[src/rtl/controle_rodada.sv]
// Frame-sequencing FSM for the asteroids game: tick wait, movement, collision compare, lives check.
// Optional handshake watchdog enabled by defining CONTROLE_RODADA_WATCHDOG_EN.
module controle_rodada #(
  parameter int unsigned TICK_CICLOS = 50000,
  parameter int unsigned WDT_CICLOS  = 1024
) (
  input  logic       clock,
  input  logic       reset,
  input  logic       iniciar,
  input  logic       fim_movimentacao,
  input  logic       fim_comparacao,
  input  logic [1:0] num_vidas,
  output logic       movimenta,
  output logic       compara_tiros_nave_asteroides,
  output logic       jogando,
  output logic       game_over,
  output logic       erro,
  output logic [7:0] rodada,
  output logic [4:0] db_estado
);

  typedef enum logic [3:0] {
    StInicial    = 4'd0,
    StEsperaTick = 4'd1,
    StMovimenta  = 4'd2,
    StEsperaMov  = 4'd3,
    StCompara    = 4'd4,
    StEsperaComp = 4'd5,
    StVerifica   = 4'd6,
    StFimJogo    = 4'd7,
    StErro       = 4'd8
  } estado_e;

  localparam int unsigned TickW = $clog2(TICK_CICLOS);
  localparam logic [TickW-1:0] TickUlt = TickW'(TICK_CICLOS - 1);

`ifdef CONTROLE_RODADA_WATCHDOG_EN
  localparam int unsigned WdtW = (WDT_CICLOS > 2) ? $clog2(WDT_CICLOS) : 1;
  localparam logic [WdtW-1:0] WdtUlt = WdtW'(WDT_CICLOS - 1);
  logic [WdtW-1:0] wdt_q, wdt_d;
  logic            erro_q;
`endif

  estado_e          estado_q, estado_d;
  logic [TickW-1:0] tick_q, tick_d;
  logic [7:0]       rodada_q, rodada_d;
  logic             movimenta_q, compara_q, jogando_q, game_over_q;

  always_comb begin
    estado_d = estado_q;
    tick_d   = tick_q;
    rodada_d = rodada_q;
`ifdef CONTROLE_RODADA_WATCHDOG_EN
    wdt_d    = wdt_q;
`endif
    case (estado_q)
      StInicial, StFimJogo: begin
        if (iniciar) begin
          estado_d = StEsperaTick;
          tick_d   = '0;
          rodada_d = '0;
        end
      end
      StEsperaTick: begin
        if (tick_q == TickUlt) begin
          estado_d = StMovimenta;
          tick_d   = '0;
        end else begin
          tick_d = tick_q + 1'b1;
        end
      end
      StMovimenta: begin
        estado_d = StEsperaMov;
`ifdef CONTROLE_RODADA_WATCHDOG_EN
        wdt_d    = '0;
`endif
      end
      StEsperaMov: begin
        if (fim_movimentacao) begin
          estado_d = StCompara;
        end
`ifdef CONTROLE_RODADA_WATCHDOG_EN
        else if (wdt_q == WdtUlt) begin
          estado_d = StErro;
        end else begin
          wdt_d = wdt_q + 1'b1;
        end
`endif
      end
      StCompara: begin
        estado_d = StEsperaComp;
`ifdef CONTROLE_RODADA_WATCHDOG_EN
        wdt_d    = '0;
`endif
      end
      StEsperaComp: begin
        if (fim_comparacao) begin
          estado_d = StVerifica;
        end
`ifdef CONTROLE_RODADA_WATCHDOG_EN
        else if (wdt_q == WdtUlt) begin
          estado_d = StErro;
        end else begin
          wdt_d = wdt_q + 1'b1;
        end
`endif
      end
      StVerifica: begin
        if (num_vidas == 2'd0) begin
          estado_d = StFimJogo;
        end else begin
          rodada_d = rodada_q + 8'd1;
          estado_d = StEsperaTick;
        end
      end
      StErro: estado_d = StErro;
      default: estado_d = StInicial;
    endcase
  end

  // Outputs are decoded from the next state so they line up with estado_q.
  always_ff @(posedge clock or negedge reset) begin
    if (!reset) begin
      estado_q    <= StInicial;
      tick_q      <= '0;
      rodada_q    <= '0;
      movimenta_q <= 1'b0;
      compara_q   <= 1'b0;
      jogando_q   <= 1'b0;
      game_over_q <= 1'b0;
`ifdef CONTROLE_RODADA_WATCHDOG_EN
      wdt_q       <= '0;
      erro_q      <= 1'b0;
`endif
    end else begin
      estado_q    <= estado_d;
      tick_q      <= tick_d;
      rodada_q    <= rodada_d;
      movimenta_q <= (estado_d == StMovimenta);
      compara_q   <= (estado_d == StCompara);
      jogando_q   <= !(estado_d inside {StInicial, StFimJogo, StErro});
      game_over_q <= (estado_d == StFimJogo);
`ifdef CONTROLE_RODADA_WATCHDOG_EN
      wdt_q       <= wdt_d;
      erro_q      <= (estado_d == StErro);
`endif
    end
  end

  assign movimenta                     = movimenta_q;
  assign compara_tiros_nave_asteroides = compara_q;
  assign jogando                       = jogando_q;
  assign game_over                     = game_over_q;
  assign rodada                        = rodada_q;
  assign db_estado                     = {1'b0, estado_q};
`ifdef CONTROLE_RODADA_WATCHDOG_EN
  assign erro = erro_q;
`else
  assign erro = 1'b0;
`endif

endmodule
[config.mk]
export PLATFORM = sky130hd
export DESIGN_NAME = controle_rodada
export DESIGN_NICKNAME = d
export VERILOG_FILES = /design/src/rtl/controle_rodada.sv
export SDC_FILE = /design/constraint.sdc
export NUM_CORES = 1
export LEC_CHECK = 0
export CORE_MARGIN = 1.5
export CORE_UTILIZATION = 42
export CTS_CLUSTER_DIAMETER = 50
export DETAILED_ROUTE_END_ITERATION = 16
export PLACE_DENSITY_LB_ADDON = 0.12
export SLEW_MARGIN = 20
export SYNTH_ARGS = -nofsm -noshare
export SYNTH_HDL_FRONTEND = slang
export SYNTH_SLANG_ARGS = --single-unit
[constraint.sdc]
create_clock -name clock -period 3.1 [get_ports clock]
set_clock_uncertainty 0.1 [all_clocks]
set_input_delay 0.775 -clock clock [delete_from_list [all_inputs] [get_ports clock]]
set_output_delay 0.775 -clock clock [all_outputs]
set_load 0.02 [all_outputs]
# Yosys cells after proc, flatten, opt, wreduce, memory -nomap -nowiden
# Cells that the tools add are included.
classes:
  mux: 12
  n_eq_ne: 15
  n_reduce_logical: 10
  multipliers: 0
  order_cmp: 0
  n_div: 0
  shifts: 0
  bitwise: 0
  n_addsub: 2
op_table:
  columns: ["op", "count"]
  rows:
  - ["16-bit 2-to-1 mux", 2]
  - ["16-bit case mux with 2 select lines", 1]
  - ["4-bit case mux with 8 select lines", 1]
  - ["4-bit by 3-bit == test with 1-bit output (second input constant)", 6]
  - ["16-bit by 1-bit adder with 16-bit output (second input constant)", 1]
  - ["16-bit == test (second input constant)", 1]
  - ["4-bit 2-to-1 mux", 4]
  - ["8-bit 2-to-1 mux", 2]
  - ["8-bit case mux with 2 select lines", 1]
  - ["4-bit by 2-bit == test with 1-bit output (second input constant)", 3]
  - ["8-bit by 1-bit adder with 8-bit output (second input constant)", 1]
  - ["4-bit == test (second input constant)", 2]
  - ["4-bit zero test", 2]
  - ["4-bit by 1-bit == test with 1-bit output (second input constant)", 1]
  - ["2-bit != test (second input constant)", 2]
  - ["2-bit nonzero test", 2]
  - ["3-bit 2-to-1 mux", 1]
  - ["3-bit AND reduction", 1]
  - ["3-bit nonzero test", 1]
  - ["2-bit zero test", 1]
  - ["2-bit AND reduction", 1]
  - ["2-bit OR reduction", 1]
  - ["1-bit zero test", 1]
word_totals:
  latch_bits: 0
  output_inout_bits: 18
  ramBits: 0
  mem_bits_ro: 0
  in_bits: 7
  regBits: 32
  n_memories: 0

# Longest topological paths before layout
# Gate-level depths: netlist of the first run.
logic_depth:
  word_depth: 6
  depth_mapped: 7
  depth_no_buf: 6

# Least setup slack after synthesis of the first run
# Ideal clock, no wire load.
synth_path:
  kind: "flip-flop to flip-flop"
  from: "reg estado_q[1]"
  to: "reg tick_q[7]"
  required_ns: 2.882
  synth_period_minus_slack_ns: 2.020
  slack_ns: 1.080
  stages_incl_launch_ff: 7
  t_arrival_ns: 1.802
  cell_sequence: "dfrtp_1 -> or3_4 -> a211oi_4 -> nor2_2 -> buf_6 -> a21o_1 -> a21o_1"
synth_between:
  elab_chain_len: 4
  elab_cells_between_ends: 8
  cone_classes: "eq/ne: 3; mux: 1; reduce/logical: 4"
synth_rtl:
  columns: ["element", "line_no", "rtl"]
  rows:
  - ["start: declaration", "44", "estado_e estado_q, estado_d;"]
  - ["start signal: assignment", "124", "estado_q <= StInicial;"]
  - ["start signal: assignment", "136", "estado_q <= estado_d;"]
  - ["4-bit by 3-bit == test with 1-bit output or 4-bit zero test (tied branches)", "56", "case (estado_q)"]
  - ["2-bit OR reduction", "56", null]
  - ["2-bit != test (no line) or 2-bit nonzero test (tied branches)", null, null]
  - ["2-bit AND reduction (no line)", null, null]
  - ["end signal: assignment", "137", "tick_q <= tick_d;"]
  - ["end: declaration", "45", "logic [TickW-1:0] tick_q, tick_d;"]
# Parallel ways exist; a longest one is shown, timed or not.
# A chain may end at the register's enable or synchronous reset.

# Worst setup path after layout of the first run
layout_path:
  from: "reg estado_q[2]"
  to: "out db_estado[2]"
layout_rtl:
  columns: ["element", "line_no", "rtl"]
  rows:
  - ["end: declaration", "19", "output logic [4:0] db_estado"]
# No word-level cell between the ends.

==> results.cfg, run 1 <==
[final_layout]
drive_above_1_share_pct = 10.5
antenna_cells = 0
final_cell_mix = dfrtp_1, clkdlybuf4s50_1, nand2_1
seqCellArea_sq_um = 801
instances_no_fill = 259
num-nets-final = 217
nFillCells = 377
multi_input_area_sq_um = 926
final_common_cell = dfrtp_1
synthToLayoutAreaGrowth_pct = 16.8

[clock_tree]
cts_max_path_buffers = 2
tritoncts = built
cts_setup_buffers = 0
cts-htree-levels = 2
path_clk_slew_ps = 60
postCtsHoldBufs = 0
cts_buffers = 5
cts_resized = 0
cts_sinks = 32
root_buffer = clkbuf_8
clk_latency_ps = 280

[global_routing]
antenna_found_initial = 0
grt_max_degree = 33
gr-total-overflow = 0
met2_usage_pct = 29.7
grt_use_met1_pct = 26.4
grt_pass1_vias = 1382
grtUsageTotal_pct = 19.3
grtUsageMet3_pct = 6.01
gr-max-usage-layer = met2
grt_pass1_wl_mm = 6.68

[drt]
wl_per_cell_microns = 15.1
ant_nets = 0
first_pass_iters = 4
initialDrtViolationCount = 77
drc = 0
wirelength_mm = 3.90
vias = 1462
vias_per_cell = 5.64

[die]
io_pins = 25
start_util_pct = 44.7
core_sq_um = 4090
rows = 23
dieArea_sq_um = 4750
chipHeight_microns = 68.9
die_w_microns = 68.9

[pwr]
power.density_nw_per_um2 = 749
p_switching_w = 0.000637
seqPwrFrac_pct = 40.6
combPwrFrac_pct = 39.0
p_int_w = 0.000959
p_leak_nw = 0.880
max-vdd-ir-drop_v = 0.000433
p_clk_share_pct = 20.4
swShare_pct = 39.9

[setup_path]
timing.critical_path.buf_inv = 1
path_max_fanout = 15
slowest_stage = clkdlybuf4s50_1
path_cells = clkdlybuf4s50_1
cp.arrival_ps = 1680
worst_path_largest_cell_delay_ps = 710
path_delay_family = buffers and inverters
cp_data_required_time_ps = 2220
start_kind = register
worstSetupEndpointType = output port
criticalPathCategory = register to output port

[sta]
rsz0062_at_grt = false
clock.fmax_mhz = 391
worstMarginPinSlew_ps = 779
whs_ps = 392
hold_viol = 0
slew_headroom_pct = 47.7
setup_violations = 0
slew_violations = 0
period_share_pct = 82.4
tns_ps = 0
period_needed_ps = 2560

[place]
place.gp.congestion = 0.839
dp_cells = 251
dp_hpwl_mm = 2.70
io_buffers = 22

[yosys]
synthAdderAreaFrac_pct = 1.37
ys_dominant_reg_cell = dfrtp_1
seq_area_frac_synth_pct = 43.9
netlist_instances = 186
synth_compound_area_share_pct = 14.7
synth_seq_cells = 32
synth_cell_types = 57
yosys.area.top_type = dfrtp_1
synth_top_family_by_area = simple AND/OR/NAND/NOR gates
synthXorXnorAreaFrac_pct = 2.88
yosys.area_share.simple_pct = 29.1
synth_edf_count = 0
yosysTopAreaCellShare_pct = 43.9
syn_area_per_cell_sq_um = 9.81
async_reset_ff_share_pct = 100
muxShareOfSynthArea_pct = 2.26
syn-cell-area_sq_um = 1830
synth_area_leaders = dfrtp_1, nand2_1, nor2_1
yosysWarnings = 0

[run]
cap_viol_max_count = 0

[hold_path]
holdCritPathClass = register to register

[outcome]
status = complete, no violations
==> power by group through the flow <==
stage | clock network (W) | registers [W] | logic, W
floorplan | 0 | 0.000629 | 0.000496
global route | 0.000363 | 0.000668 | 0.000682
detailed placement | 0 | 0.000652 | 0.000619
finish | 0.000326 | 0.000648 | 0.000622
global placement | 0 | 0.000647 | 0.000610
CTS | 0.000340 | 0.000647 | 0.000622
==> through the flow <==
step / worst slack, ps / instance area [sq um] / total power (W) / util [%]
floorplan: 1080 / 1830 / 0.00113 / -
global placement: 570 / 2040 / 0.00126 / 49.9
detailed placement: 527 / 2040 / 0.00127 / 49.9
CTS: 538 / 2130 / 0.00161 / 52.2
global route: 486 / 2130 / 0.00171 / 52.2
finish: 544 / 2130 / 0.00160 / 52.2
==> worst paths after layout <==
kind	startpoint	end	slack [ps]	depth (start not counted)
hold reg to reg	tick_q[15]$_DFFE_PN0P_	tick_q[15]$_DFFE_PN0P_	390	1
setup / recovery	estado_q[2]$_DFF_PN0_	db_estado[2]	540	1
setup reg to reg	estado_q[1]$_DFF_PN0_	tick_q[10]$_DFFE_PN0P_	810	5
hold / removal	tick_q[15]$_DFFE_PN0P_	tick_q[15]$_DFFE_PN0P_	390	1
max in group asynchronous	reset	tick_q[13]$_DFFE_PN0P_	1810	2
min in group asynchronous	reset	rodada[0]$_DFFE_PN0P_	790	2
==> worst register-to-register path, cell delays in order (launching register included) <==
cell and delay (ps):
dfrtp_1 560, or3_4 460, a211oi_4 450, nor2_2 200, a21o_1 200, a32o_1 200
==> cells by family after synthesis <==
| logic type | count (synthesis) |
|---|---|
| muxes | 4 |
| other | 1 |
| AOI/OAI and AO/OA | 40 |
| DFF | 32 |
| xor gates and xnor gates | 6 |
| adders and majority gates | 2 |
| and+or+nand+nor | 86 |
| buffers and inverters | 15 |
==> flip-flops by register name, indices dropped and copies added, names as in the netlist <==
name and flops:
rodada 8, game_over 1, tick_q 16, jogando 1, compara_tiros_nave_asteroides 1, movimenta 1, estado_q 4
==> layer usage <==
metal	vias up	wire length [microns]
li1	721	-
met1	708	1920
met2	27	1790
met3	6	143
met4	0	44
met5	-	0
==> cell usage after synthesis (all sizes together), types with 4 or more instances <==
cell type and instances:
a31oi 5, a21o 4, nor3 6, nand2 18, xor2 4, or2 4
o21ai 12, nand3 8, a21oi 7, nand4 7, buf 7, nor2 17
inv 6, dfrtp 32
==> area by class of cell <==
class,count,share of cell area (%)
clock buffers,6,3.87
clock inverters,2,0.469
inverters,6,1.06
multi-input cells,140,43.4
flip-flops and latches,32,37.6
well taps,50,2.93
repair buffers,23,10.7
Note: power is estimated with default switching activity, not from simulation.
==> run 2: changes to the inputs <==
==> constraint.sdc (replaced) <==
create_clock -name clock -period 2.4 [get_ports clock]
set_clock_uncertainty 0.1 [all_clocks]
set_input_delay 0.6 -clock clock [delete_from_list [all_inputs] [get_ports clock]]
set_output_delay 0.6 -clock clock [all_outputs]
set_load 0.02 [all_outputs]
==> results.cfg, run 2 (same netlist as run 1, synthesis figures left out) <==
[outcome]
status = complete, no violations

[die]
chipHeight_microns = 68.9
core_sq_um = 4090
dieArea_sq_um = 4750
rows = 23
start_util_pct = 44.7
die_w_microns = 68.9
io_pins = 25

[global_routing]
grt_pass1_wl_mm = 7.02
met2_usage_pct = 30.5
grtUsageMet3_pct = 6.01
grt_max_degree = 33
grtUsageTotal_pct = 20.0
antenna_found_initial = 0
gr-max-usage-layer = met2
grt_use_met1_pct = 27.0
gr-total-overflow = 0
grt_pass1_vias = 1512

[place]
place.gp.congestion = 0.811
dp_hpwl_mm = 2.79
io_buffers = 22
dp_cells = 259
placed_area_sq_um = 2100

[setup_path]
cp_data_required_time_ps = 1700
path_cells = buf_4, clkdlybuf4s50_1
r2r_start = tick_q[0]$_DFFE_PN0P_
reg2reg_depth = 7
reg2reg_to = tick_q[10]$_DFFE_PN0P_
timing.critical_path.buf_inv = 2
cp.arrival_ps = 1610
worstSetupEndpointType = output port
criticalPathCategory = register to output port
rrSetupSlack_ps = 250
worst_path_largest_cell_delay_ps = 600
path_max_fanout = 8
path_delay_family = buffers and inverters
start_kind = register
slowest_stage = clkdlybuf4s50_1

[sta]
slew_headroom_pct = 63.1
tns_ps = 0
setup_violations = 0
clock.fmax_mhz = 433
slew_violations = 0
worstMarginPinSlew_ps = 548
period_needed_ps = 2310
period_share_pct = 96.2
hold_viol = 0
rsz0062_at_grt = false

[final_layout]
regMostFlops = tick_q
final_common_cell = dfrtp_1
antenna_cells = 0
drive_above_1_share_pct = 13.0
final_cell_mix = dfrtp_1, clkdlybuf4s50_1, nand2_1
final_cell_area_sq_um = 2180
synthToLayoutAreaGrowth_pct = 19.3
num-nets-final = 225
instances_no_fill = 266
final_util_pct = 53.3
largest_reg_flops = 16
nFillCells = 388

[pwr]
p_leak_nw = 0.912
power.density_nw_per_um2 = 962
max-vdd-ir-drop_v = 0.000671

[run]
cap_viol_max_count = 0

[hold_path]
hp-start = tick_q[15]$_DFFE_PN0P_
whs_endpoint = tick_q[15]$_DFFE_PN0P_
holdCritPathClass = register to register
whs_path_depth = 1

[drt]
drc = 0
wirelength_mm = 3.96
initialDrtViolationCount = 177
vias_per_cell = 5.61
first_pass_iters = 4
vias = 1492
ant_nets = 0
wl_per_cell_microns = 14.9

[clock_tree]
cts_buffers = 5
postCtsHoldBufs = 0
clk_latency_ps = 290
tritoncts = built
cts_setup_buffers = 0
path_clk_slew_ps = 70
cts_resized = 0
cts_sinks = 32
cts_max_path_buffers = 2
root_buffer = clkbuf_8
cts-htree-levels = 2
## run 2: cell count changes in the layout (fill, tap and decap cells not counted), sizes merged
cell	change
buf	+8
clkinv	-1
## run 2: worst max-delay path by stage
stage	startpoint	to	slack, ps	cells after the start
6_report	estado_q[3]$_DFF_PN0_	db_estado[3]	90	2
4_1_cts	estado_q[3]$_DFF_PN0_	db_estado[3]	90	2
3_5_place_dp	num_vidas[1]	rodada[6]$_DFFE_PN0P_	280	6
2_1_floorplan	estado_q[1]$_DFF_PN0_	tick_q[7]$_DFFE_PN0P_	380	6
5_1_grt	estado_q[3]$_DFF_PN0_	db_estado[3]	40	2
3_3_place_gp	iniciar	tick_q[10]$_DFFE_PN0P_	290	6
## run 2: area by class of cell
cell class,instances,area (sq um),area share (%)
multi-input combinational,140,926,42.5
sequential,32,801,36.8
timing repair buffer,31,288,13.2
clock buffer,6,72.6,3.33
tap,50,62.6,2.87
inverter,6,22.5,1.03
clock inverter,1,5.00,0.230
## run 2: stage by stage
step | hold slack [ps] | power [W] | setup WS [ps]
2_1_floorplan | 204 | 0.00145 | 380
6_report | 372 | 0.00209 | 91.0
3_5_place_dp | 367 | 0.00170 | 279
3_3_place_gp | 376 | 0.00168 | 290
5_1_grt | 410 | 0.00225 | 40.9
4_1_cts | 376 | 0.00211 | 94.0
## run 2: metal layers
metal	part of all wire [%]	up-vias
met5	0	-
met4	1.1	0
met3	3.7	4
met2	45	22
met1	50	731
li1	-	735
## run 2: power breakdown
part / internal, W / total, W / leakage [nW] / switching (W)
Sequential: 0.000642 / 0.000775 / 0.431 / 0.000133
Clock: 0.000197 / 0.000396 / 0.0410 / 0.000199
Combinational: 0.000416 / 0.000923 / 0.440 / 0.000507
